==> config.mk <==
export PLATFORM = sky130hd
export DESIGN_NAME = gray_monitor_flat
export DESIGN_NICKNAME = d
export VERILOG_FILES = /design/src/rtl/gray_monitor_if.sv /design/src/rtl/gray_monitor.sv /design/src/flat_wrapper.sv
export SDC_FILE = /design/constraint.sdc
export NUM_CORES = 1
export LEC_CHECK = 0
export ABC_AREA = 1
export CORE_ASPECT_RATIO = 0.5
export CORE_UTILIZATION = 45
export DETAILED_ROUTE_END_ITERATION = 12
export PLACE_DENSITY_LB_ADDON = 0.1
export SETUP_SLACK_MARGIN = 0.05
export SLEW_MARGIN = 20
export SYNTH_ARGS = -nofsm -noshare
export SYNTH_HDL_FRONTEND = slang
export SYNTH_SLANG_ARGS = --single-unit
==> constraint.sdc <==
create_clock -name i_clk -period 5.4 [get_ports i_clk]
set_clock_uncertainty 0.15 [all_clocks]
set_input_delay 1.08 -clock i_clk [delete_from_list [all_inputs] [get_ports i_clk]]
set_output_delay 1.08 -clock i_clk [all_outputs]
set_load 0.02 [all_outputs]
==> src/rtl/gray_monitor_if.sv <==
// Signal bundle between the Gray-code counter stage and its sequence monitor.
// Directions are named from the monitor's side: i_* feed it, o_* are its results.
interface gray_monitor_if #(
  parameter int WRAP_W = 8
);
  logic [2:0]        i_gray;
  logic              i_ovf_in;
  logic              i_clr_err;
  logic [2:0]        o_bin;
  logic              o_step_pulse;
  logic [WRAP_W-1:0] o_wrap_count;
  logic              o_locked;
  logic              o_error;
  logic [1:0]        o_err_code;

  modport master (
    output i_gray, i_ovf_in, i_clr_err,
    input  o_bin, o_step_pulse, o_wrap_count, o_locked, o_error, o_err_code
  );

  modport slave (
    input  i_gray, i_ovf_in, i_clr_err,
    output o_bin, o_step_pulse, o_wrap_count, o_locked, o_error, o_err_code
  );
endinterface

==> src/rtl/gray_monitor.sv <==
// Checks a 3-bit Gray counter stream: hold or +1 per cycle, first wrap aligned with overflow.
// One-cycle latency from sample to Bin/flags; first violation is latched until ClrErr.
module gray_monitor #(
  parameter int WRAP_W = 8
) (
  input  logic           i_clk,
  input  logic           i_reset,
  gray_monitor_if.slave  mon
);

  typedef enum logic [1:0] {
    ST_INIT   = 2'd0,
    ST_TRACK  = 2'd1,
    ST_RESYNC = 2'd2,
    ST_ERROR  = 2'd3
  } state_t;

  localparam logic [1:0] CODE_NONE = 2'b00;
  localparam logic [1:0] CODE_JUMP = 2'b01;
  localparam logic [1:0] CODE_OVF  = 2'b10;
  localparam logic [1:0] CODE_BAD  = 2'b11;

  state_t            r_state;
  logic [2:0]        r_bin;       // doubles as the previous-sample reference
  logic              r_prev_ovf;
  logic              r_step;
  logic [WRAP_W-1:0] r_wrap_cnt;
  logic              r_locked;
  logic              r_error;
  logic [1:0]        r_err_code;

  state_t            w_next_state;
  logic [2:0]        w_n;
  logic [2:0]        w_inc;
  logic              w_wrap;
  logic              w_ovf_bad;
  logic              w_step;
  logic [WRAP_W-1:0] w_wrap_cnt;
  logic              w_error;
  logic [1:0]        w_err_code;

  assign w_n    = {mon.i_gray[2],
                   mon.i_gray[2] ^ mon.i_gray[1],
                   mon.i_gray[2] ^ mon.i_gray[1] ^ mon.i_gray[0]};
  assign w_inc  = r_bin + 3'd1;
  assign w_wrap = (r_bin == 3'd7) && (w_n == 3'd0);

  // Overflow must rise exactly on the first wrap and never fall afterwards.
  assign w_ovf_bad = (!r_prev_ovf &&  mon.i_ovf_in && !w_wrap) ||
                     ( w_wrap && !r_prev_ovf && !mon.i_ovf_in) ||
                     ( r_prev_ovf && !mon.i_ovf_in);

  always_comb begin
    w_next_state = r_state;
    w_step       = 1'b0;
    w_wrap_cnt   = r_wrap_cnt;
    w_error      = r_error;
    w_err_code   = r_err_code;
    case (r_state)
      ST_INIT: begin
        if ((w_n == 3'd0) && !mon.i_ovf_in) begin
          w_next_state = ST_TRACK;
        end else begin
          w_next_state = ST_ERROR;
          w_error      = 1'b1;
          w_err_code   = CODE_BAD;
        end
      end
      ST_RESYNC: begin
        w_next_state = ST_TRACK;
      end
      ST_TRACK: begin
        if ((w_n != r_bin) && (w_n != w_inc)) begin
          w_next_state = ST_ERROR;
          w_error      = 1'b1;
          w_err_code   = CODE_JUMP;
        end else if (w_ovf_bad) begin
          w_next_state = ST_ERROR;
          w_error      = 1'b1;
          w_err_code   = CODE_OVF;
        end else if (w_n == w_inc) begin
          w_step = 1'b1;
          if (w_wrap && (r_wrap_cnt != {WRAP_W{1'b1}})) begin
            w_wrap_cnt = r_wrap_cnt + 1'b1;
          end
        end
      end
      ST_ERROR: begin
        if (mon.i_clr_err) begin
          w_next_state = ST_RESYNC;
          w_error      = 1'b0;
          w_err_code   = CODE_NONE;
        end
      end
      default: begin
        w_next_state = ST_INIT;
      end
    endcase
  end

  always_ff @(posedge i_clk) begin
    if (i_reset) begin
      r_state    <= ST_INIT;
      r_bin      <= 3'd0;
      r_prev_ovf <= 1'b0;
      r_step     <= 1'b0;
      r_wrap_cnt <= '0;
      r_locked   <= 1'b0;
      r_error    <= 1'b0;
      r_err_code <= CODE_NONE;
    end else begin
      r_state    <= w_next_state;
      r_bin      <= w_n;
      r_prev_ovf <= mon.i_ovf_in;
      r_step     <= w_step;
      r_wrap_cnt <= w_wrap_cnt;
      r_locked   <= (w_next_state == ST_TRACK);
      r_error    <= w_error;
      r_err_code <= w_err_code;
    end
  end

  assign mon.o_bin        = r_bin;
  assign mon.o_step_pulse = r_step;
  assign mon.o_wrap_count = r_wrap_cnt;
  assign mon.o_locked     = r_locked;
  assign mon.o_error      = r_error;
  assign mon.o_err_code   = r_err_code;

endmodule

==> src/flat_wrapper.sv <==
// flat-port wrapper written by rule: the top's interface ports become plain ports
module gray_monitor_flat 
#(
  parameter int WRAP_W = 8
)
  (i_clk, i_reset, mon_i_gray, mon_i_ovf_in, mon_i_clr_err, mon_o_bin, mon_o_step_pulse, mon_o_wrap_count, mon_o_locked, mon_o_error, mon_o_err_code);
  gray_monitor_if #(.WRAP_W(WRAP_W)) mon_i ();
  input  logic i_clk;
  input  logic i_reset;
  input wire logic [$bits(mon_i.i_gray)-1:0] mon_i_gray;
  input wire logic [$bits(mon_i.i_ovf_in)-1:0] mon_i_ovf_in;
  input wire logic [$bits(mon_i.i_clr_err)-1:0] mon_i_clr_err;
  output wire logic [$bits(mon_i.o_bin)-1:0] mon_o_bin;
  output wire logic [$bits(mon_i.o_step_pulse)-1:0] mon_o_step_pulse;
  output wire logic [$bits(mon_i.o_wrap_count)-1:0] mon_o_wrap_count;
  output wire logic [$bits(mon_i.o_locked)-1:0] mon_o_locked;
  output wire logic [$bits(mon_i.o_error)-1:0] mon_o_error;
  output wire logic [$bits(mon_i.o_err_code)-1:0] mon_o_err_code;
  assign mon_i.i_gray = mon_i_gray;
  assign mon_i.i_ovf_in = mon_i_ovf_in;
  assign mon_i.i_clr_err = mon_i_clr_err;
  assign mon_o_bin = mon_i.o_bin;
  assign mon_o_step_pulse = mon_i.o_step_pulse;
  assign mon_o_wrap_count = mon_i.o_wrap_count;
  assign mon_o_locked = mon_i.o_locked;
  assign mon_o_error = mon_i.o_error;
  assign mon_o_err_code = mon_i.o_err_code;
  gray_monitor #(.WRAP_W(WRAP_W)) u_core (.i_clk(i_clk), .i_reset(i_reset), .mon(mon_i));
endmodule
==> flow_summary.toml, run 1 <==
[setup_path]
arrival_ns = 3.12
criticalPathCategory = "in -> reg"
cp_cell_sequence = "clkdlybuf4s50_1, inv_2, nand2_2, nand2_2, ha_1, inv_1, nand2_1, nand2_1, nor2_4, nand2_4, inv_2, nand4_2, nand2_1, a21oi_1"
critPathTopFamily = "buffers and inverters"
cp.buffers_inverters = 4
end_kind = "flop"
crit_path_max_fanout = 7
critPathLaunchType = "primary input"
crit_path_top_delay_cell = "clkdlybuf4s50_1"
max_stage_delay_ns = 0.55
required_ns = 5.37
path_common_cell = "nand2_1"

[hold_path]
hold_class = "reg -> reg"

[clocking]
cts_buffer_depth = 2
clockRootBuffer = "clkbuf_8"
ctsHoldBuffers = 0
clk_pin_slew_ns = 0.07
cts_buffers = 3
htree_levels = 1
cts_tree = "done"
clock_latency_ns = 0.25
postCtsSetupBuffers = 0
clock_sinks = 19
post_cts_resize_count = 0

[cells_and_area]
final_cell_area_um2 = 1520
syn2layout_area_growth_pct = 25.2
nets = 199
drive_above_1_share = 0.187
diodes = 0

[synthesis]
synth.distinct_cells = 26
syn_area_um2 = 1210
ys_ff_latch = 19
syn_nets = 173
syn_area_per_cell_um2 = 7.47
ys_warn_count = 0
synth.yosys.seq_area_share = 0.314
syn_inst = 162

[place]
dp_worst_setup_slack_ns = 1.99
port_buffers = 22
gp_congestion = 0.761
postPlaceCellArea_um2 = 1470
dp_hpwl_mm = 1.84

[power_and_ir_drop]
finalPower_uw = 337
p_leak_nw = 0.677
ir_drop_mv = 0.142
p_per_area_nw_per_um2 = 222

[routing]
wl_mm = 2.32
drc_errors = 0
dr.pass1.iters = 4
ant_nets = 0
drtIter0Drc = 21
drt-wirelength-per-cell_um = 10.4
num_vias = 1017
vias_per_cell = 4.58

[floorplan]
die_h_um = 38.7
num_io_pins = 23
die-area_um2 = 2910
start_util = 0.510
std_cell_rows = 12
coreArea_um2 = 2370
die_w_um = 75.3

[global_route]
grt_overflow_total = 0
antenna_found_initial = 0
grt_pass1_wl_mm = 3.87
grt_pass1_vias = 837
grt_max_degree = 15
grt_usage = 0.184

[sta]
final_hold_viol_count = 0
period_minus_slack_ns = 3.15
setup_violations = 0
fmax_mhz = 317
layout_setup_ws_ns = 2.25
timing.final.crit_share = 0.584
setup_tns_ns = 0
slew_headroom = 0.633
maxSlewViolCount = 0
rsz0062_at_grt = "false"
worst_pin_slew_ns = 0.548

[status]
outcome = "completed"

[run]
maxCapViolCount = 0
==> worst paths after layout <==
kind	startpoint	endpoint	slack, ns	cells past startpoint
hold / removal	u_core.mon.o_error	u_core.mon.o_error	0.31	2
hold reg to reg	u_core.mon.o_error	u_core.mon.o_error	0.31	2
setup reg to reg	u_core.mon.o_bin[0]	u_core.mon.o_wrap_count[3]	3.36	11
setup / recovery	mon_i_gray[2]	u_core.mon.o_wrap_count[3]	2.25	14
==> through the flow <==
stage / utilization / cells / hold WS [ns]
6_report: 0.639 / 222 / 0.311
5_1_grt: 0.639 / 222 / 0.355
4_1_cts: 0.639 / 222 / 0.317
3_5_place_dp: 0.620 / 218 / 0.305
3_3_place_gp: 0.620 / 218 / 0.294
2_1_floorplan: - / 162 / 0.376
==> Yosys cell counts (all sizes together) <==
cell    count  area share
a21oi      11       0.055
nor3        2       0.018
nand2      51        0.19
inv        24       0.074
nand4       7       0.041
o21ai       2      0.0083
dfxtp      19        0.31
nand3      12       0.093
xnor2       2       0.014
xor2        4       0.029
nand3b      1      0.0062
nor2       20       0.089
o21bai      2       0.022
ha          4       0.041
clkbuf      1      0.0031
==> cell usage in the layout, fill, tap and decap left out, types with 4 or more instances in the layout <==
master	instances
ha_1	4
inv_1	19
nor2_1	13
nand3_1	6
nand2_2	7
clkdlybuf4s50_1	22
nor2_2	4
a21oi_1	10
nand4_1	6
nand2_1	41
inv_2	5
xor2_1	4
dfxtp_1	19
==> metal layers <==
| metal | vias to the layer above | wire length, um | part of all wire | GRT usage |
|---|---|---|---|---|
| li1 | 562 | - | - | - |
| met1 | 436 | 1290 | 0.56 | 0.269 |
| met2 | 17 | 921 | 0.40 | 0.266 |
| met3 | 2 | 83 | 0.036 | 0.0495 |
| met4 | 0 | 21 | 0.0091 | 0.0417 |
| met5 | - | 0 | 0 | 0 |
==> logic make-up after synthesis <==
group,count (synthesis),synth area share
buffers and inverters,25,0.0776
AND/OR/NAND/NOR,93,0.438
flip-flops,19,0.314
adder cells (fa/ha/maj),4,0.0414
XOR/XNOR,6,0.0434
AO/OA/AOI/OAI,15,0.0848
==> worst register-to-register path, delay by kind of cell (launching register included) <==
family | cells | cell delay, ns
adder cells (fa/ha/maj) | 2 | 0.52
AND/OR/NAND/NOR | 6 | 0.66
AO/OA/AOI/OAI | 1 | 0.06
flip-flops | 1 | 0.35
buffers and inverters | 2 | 0.17
==> final cells by class <==
type / count / area (um2)
fill: 221 / 857
clock buffer: 4 / 45.0
sequential: 19 / 380
multi-input combinational: 118 / 736
timing repair buffer: 22 / 220
inverter: 24 / 90.1
tap: 35 / 43.8
==> power by group <==
| group | leakage [nW] | total, mW | internal, mW | switching [mW] |
|---|---|---|---|---|
| sequential | 0.156 | 0.152 | 0.147 | 0.00483 |
| clock | 0.0228 | 0.100 | 0.0524 | 0.0476 |
| combinational | 0.498 | 0.0849 | 0.0332 | 0.0516 |
==> flip-flops by register name, summed over array words and instances (netlist names) <==
signal,flops
u_core.mon.o_error,1
u_core.mon.o_err_code,2
u_core.mon.o_step_pulse,1
u_core.r_state,2
u_core.mon.o_locked,1
u_core.r_prev_ovf,1
u_core.mon.o_bin,3
u_core.mon.o_wrap_count,8
No activity file was read; power rests on OpenSTA's default activity.
==> inputs of run 2 (changes only) <==
==> constraint.sdc (replaced) <==
create_clock -name i_clk -period 2.9 [get_ports i_clk]
set_clock_uncertainty 0.15 [all_clocks]
set_input_delay 0.58 -clock i_clk [delete_from_list [all_inputs] [get_ports i_clk]]
set_output_delay 0.58 -clock i_clk [all_outputs]
set_load 0.02 [all_outputs]
==> run 2 against run 1 <==
  * Sequential power up 86%
  * Clock power is 85% higher
  * Final area is 2.0% higher
  * Via count up 5.8%
  * Non-clock buffer count up 4
  * Critical endpoint is now u_core.mon.o_wrap_count[6]
==> flow_summary.toml, run 2 (same netlist as run 1, synthesis figures left out) <==
[clocking]
ctsHoldBuffers = 0
htree_levels = 1
cts_buffer_depth = 2
cts_tree = "done"
clock_sinks = 19
clk_pin_slew_ns = 0.07
clockRootBuffer = "clkbuf_8"
clock_latency_ns = 0.25
cts_buffers = 3
post_cts_resize_count = 0
postCtsSetupBuffers = 0

[sta]
timing.final.crit_share = 0.903
final_hold_viol_count = 0
setup_violations = 0
maxSlewViolCount = 0
rsz0062_at_grt = "false"
fmax_mhz = 382
setup_tns_ns = 0
period_minus_slack_ns = 2.62
worst_pin_slew_ns = 0.372
slew_headroom = 0.749

[cells_and_area]
diodes = 0
syn2layout_area_growth_pct = 27.7
final_common_cell = "nand2_1"
largest_reg_flops = 8
nets = 203
drive_above_1_share = 0.204
final_cell_mix = "41 x nand2_1, 22 x clkdlybuf4s50_1, 19 x inv_1, 19 x dfxtp_1, 13 x nor2_1"

[global_route]
grt_usage = 0.198
grt_pass1_wl_mm = 4.18
grt_overflow_total = 0
grt_max_degree = 15
grt_pass1_vias = 976
antenna_found_initial = 0

[run]
maxCapViolCount = 0

[floorplan]
num_io_pins = 23
die_w_um = 75.3
coreArea_um2 = 2370
die_h_um = 38.7
die-area_um2 = 2910
std_cell_rows = 12
start_util = 0.510

[routing]
drt-wirelength-per-cell_um = 11.1
vias_per_cell = 4.76
drc_errors = 0
num_vias = 1076
wl_mm = 2.50
drtIter0Drc = 61
ant_nets = 0
dr.pass1.iters = 4

[place]
port_buffers = 22
gp_congestion = 0.776
dp_hpwl_mm = 2.00

[setup_path]
end_kind = "flop"
arrival_ns = 2.61
crit_path_max_fanout = 6
required_ns = 2.89
criticalPathCategory = "in -> reg"
critPathLaunchType = "primary input"

[power_and_ir_drop]
ir_drop_mv = 0.274
p_leak_nw = 0.697
finalPower_uw = 633
p_per_area_nw_per_um2 = 410

[hold_path]
hold_class = "reg -> reg"

[status]
outcome = "completed"
==> run 2: metrics by stage <==
step                      setup slack, ns  area, um2  std cells  utilization  hold slack [ns]
after floorplan                     0.770       1210        162            -            0.376
after global placement              0.126       1500        222        0.632            0.293
after detailed placement         -0.00495       1500        222        0.632            0.297
after CTS                           0.264       1550        226        0.651            0.307
after global routing               0.0661       1550        226        0.651            0.361
final                               0.281       1550        226        0.651            0.309
==> run 2: worst max-delay path, stage by stage <==
cell,delay [ns]
clkdlybuf4s50_1,0.56
inv_2,0.06
nand2_2,0.09
nand2_2,0.08
ha_1,0.32
inv_1,0.08
nand2_1,0.06
nand2_1,0.06
nor2_2,0.15
nand3_4,0.11
nand2_4,0.10
nand4_2,0.17
nand2_1,0.11
a21oi_1,0.07
==> run 2: worst paths after layout <==
check / cells past startpoint / slack (ns) / end / start
worst max register to register: 12 / 0.90 / u_core.mon.o_wrap_count[4] / u_core.mon.o_bin[0]
worst min register to register: 2 / 0.31 / u_core.mon.o_error / u_core.mon.o_error
worst min-delay path: 2 / 0.31 / u_core.mon.o_error / u_core.mon.o_error
worst max-delay path: 14 / 0.28 / u_core.mon.o_wrap_count[6] / mon_i_gray[2]
==> run 2: area by class of cell <==
class                   count  area, um2
well taps                  35       43.8
flip-flops and latches     19        380
inverters                  24       90.1
multi-input cells         118        736
clock buffers               4       45.0
repair buffers             26        250
fillers                   222        827
==> run 2: power breakdown <==
group	internal (mW)	switching (mW)
logic	0.0660	0.0998
clock network	0.0975	0.0870
registers	0.274	0.00935
total	0.437	0.196
==> run 2: metal layers <==
metal,wire [um],GRT usage,vias up,part of all wire
met5,0,0,-,0
met4,17,0.0278,0,0.0068
met3,61,0.0495,2,0.024
met2,1100,0.339,17,0.44
met1,1320,0.260,482,0.53
li1,-,-,575,-
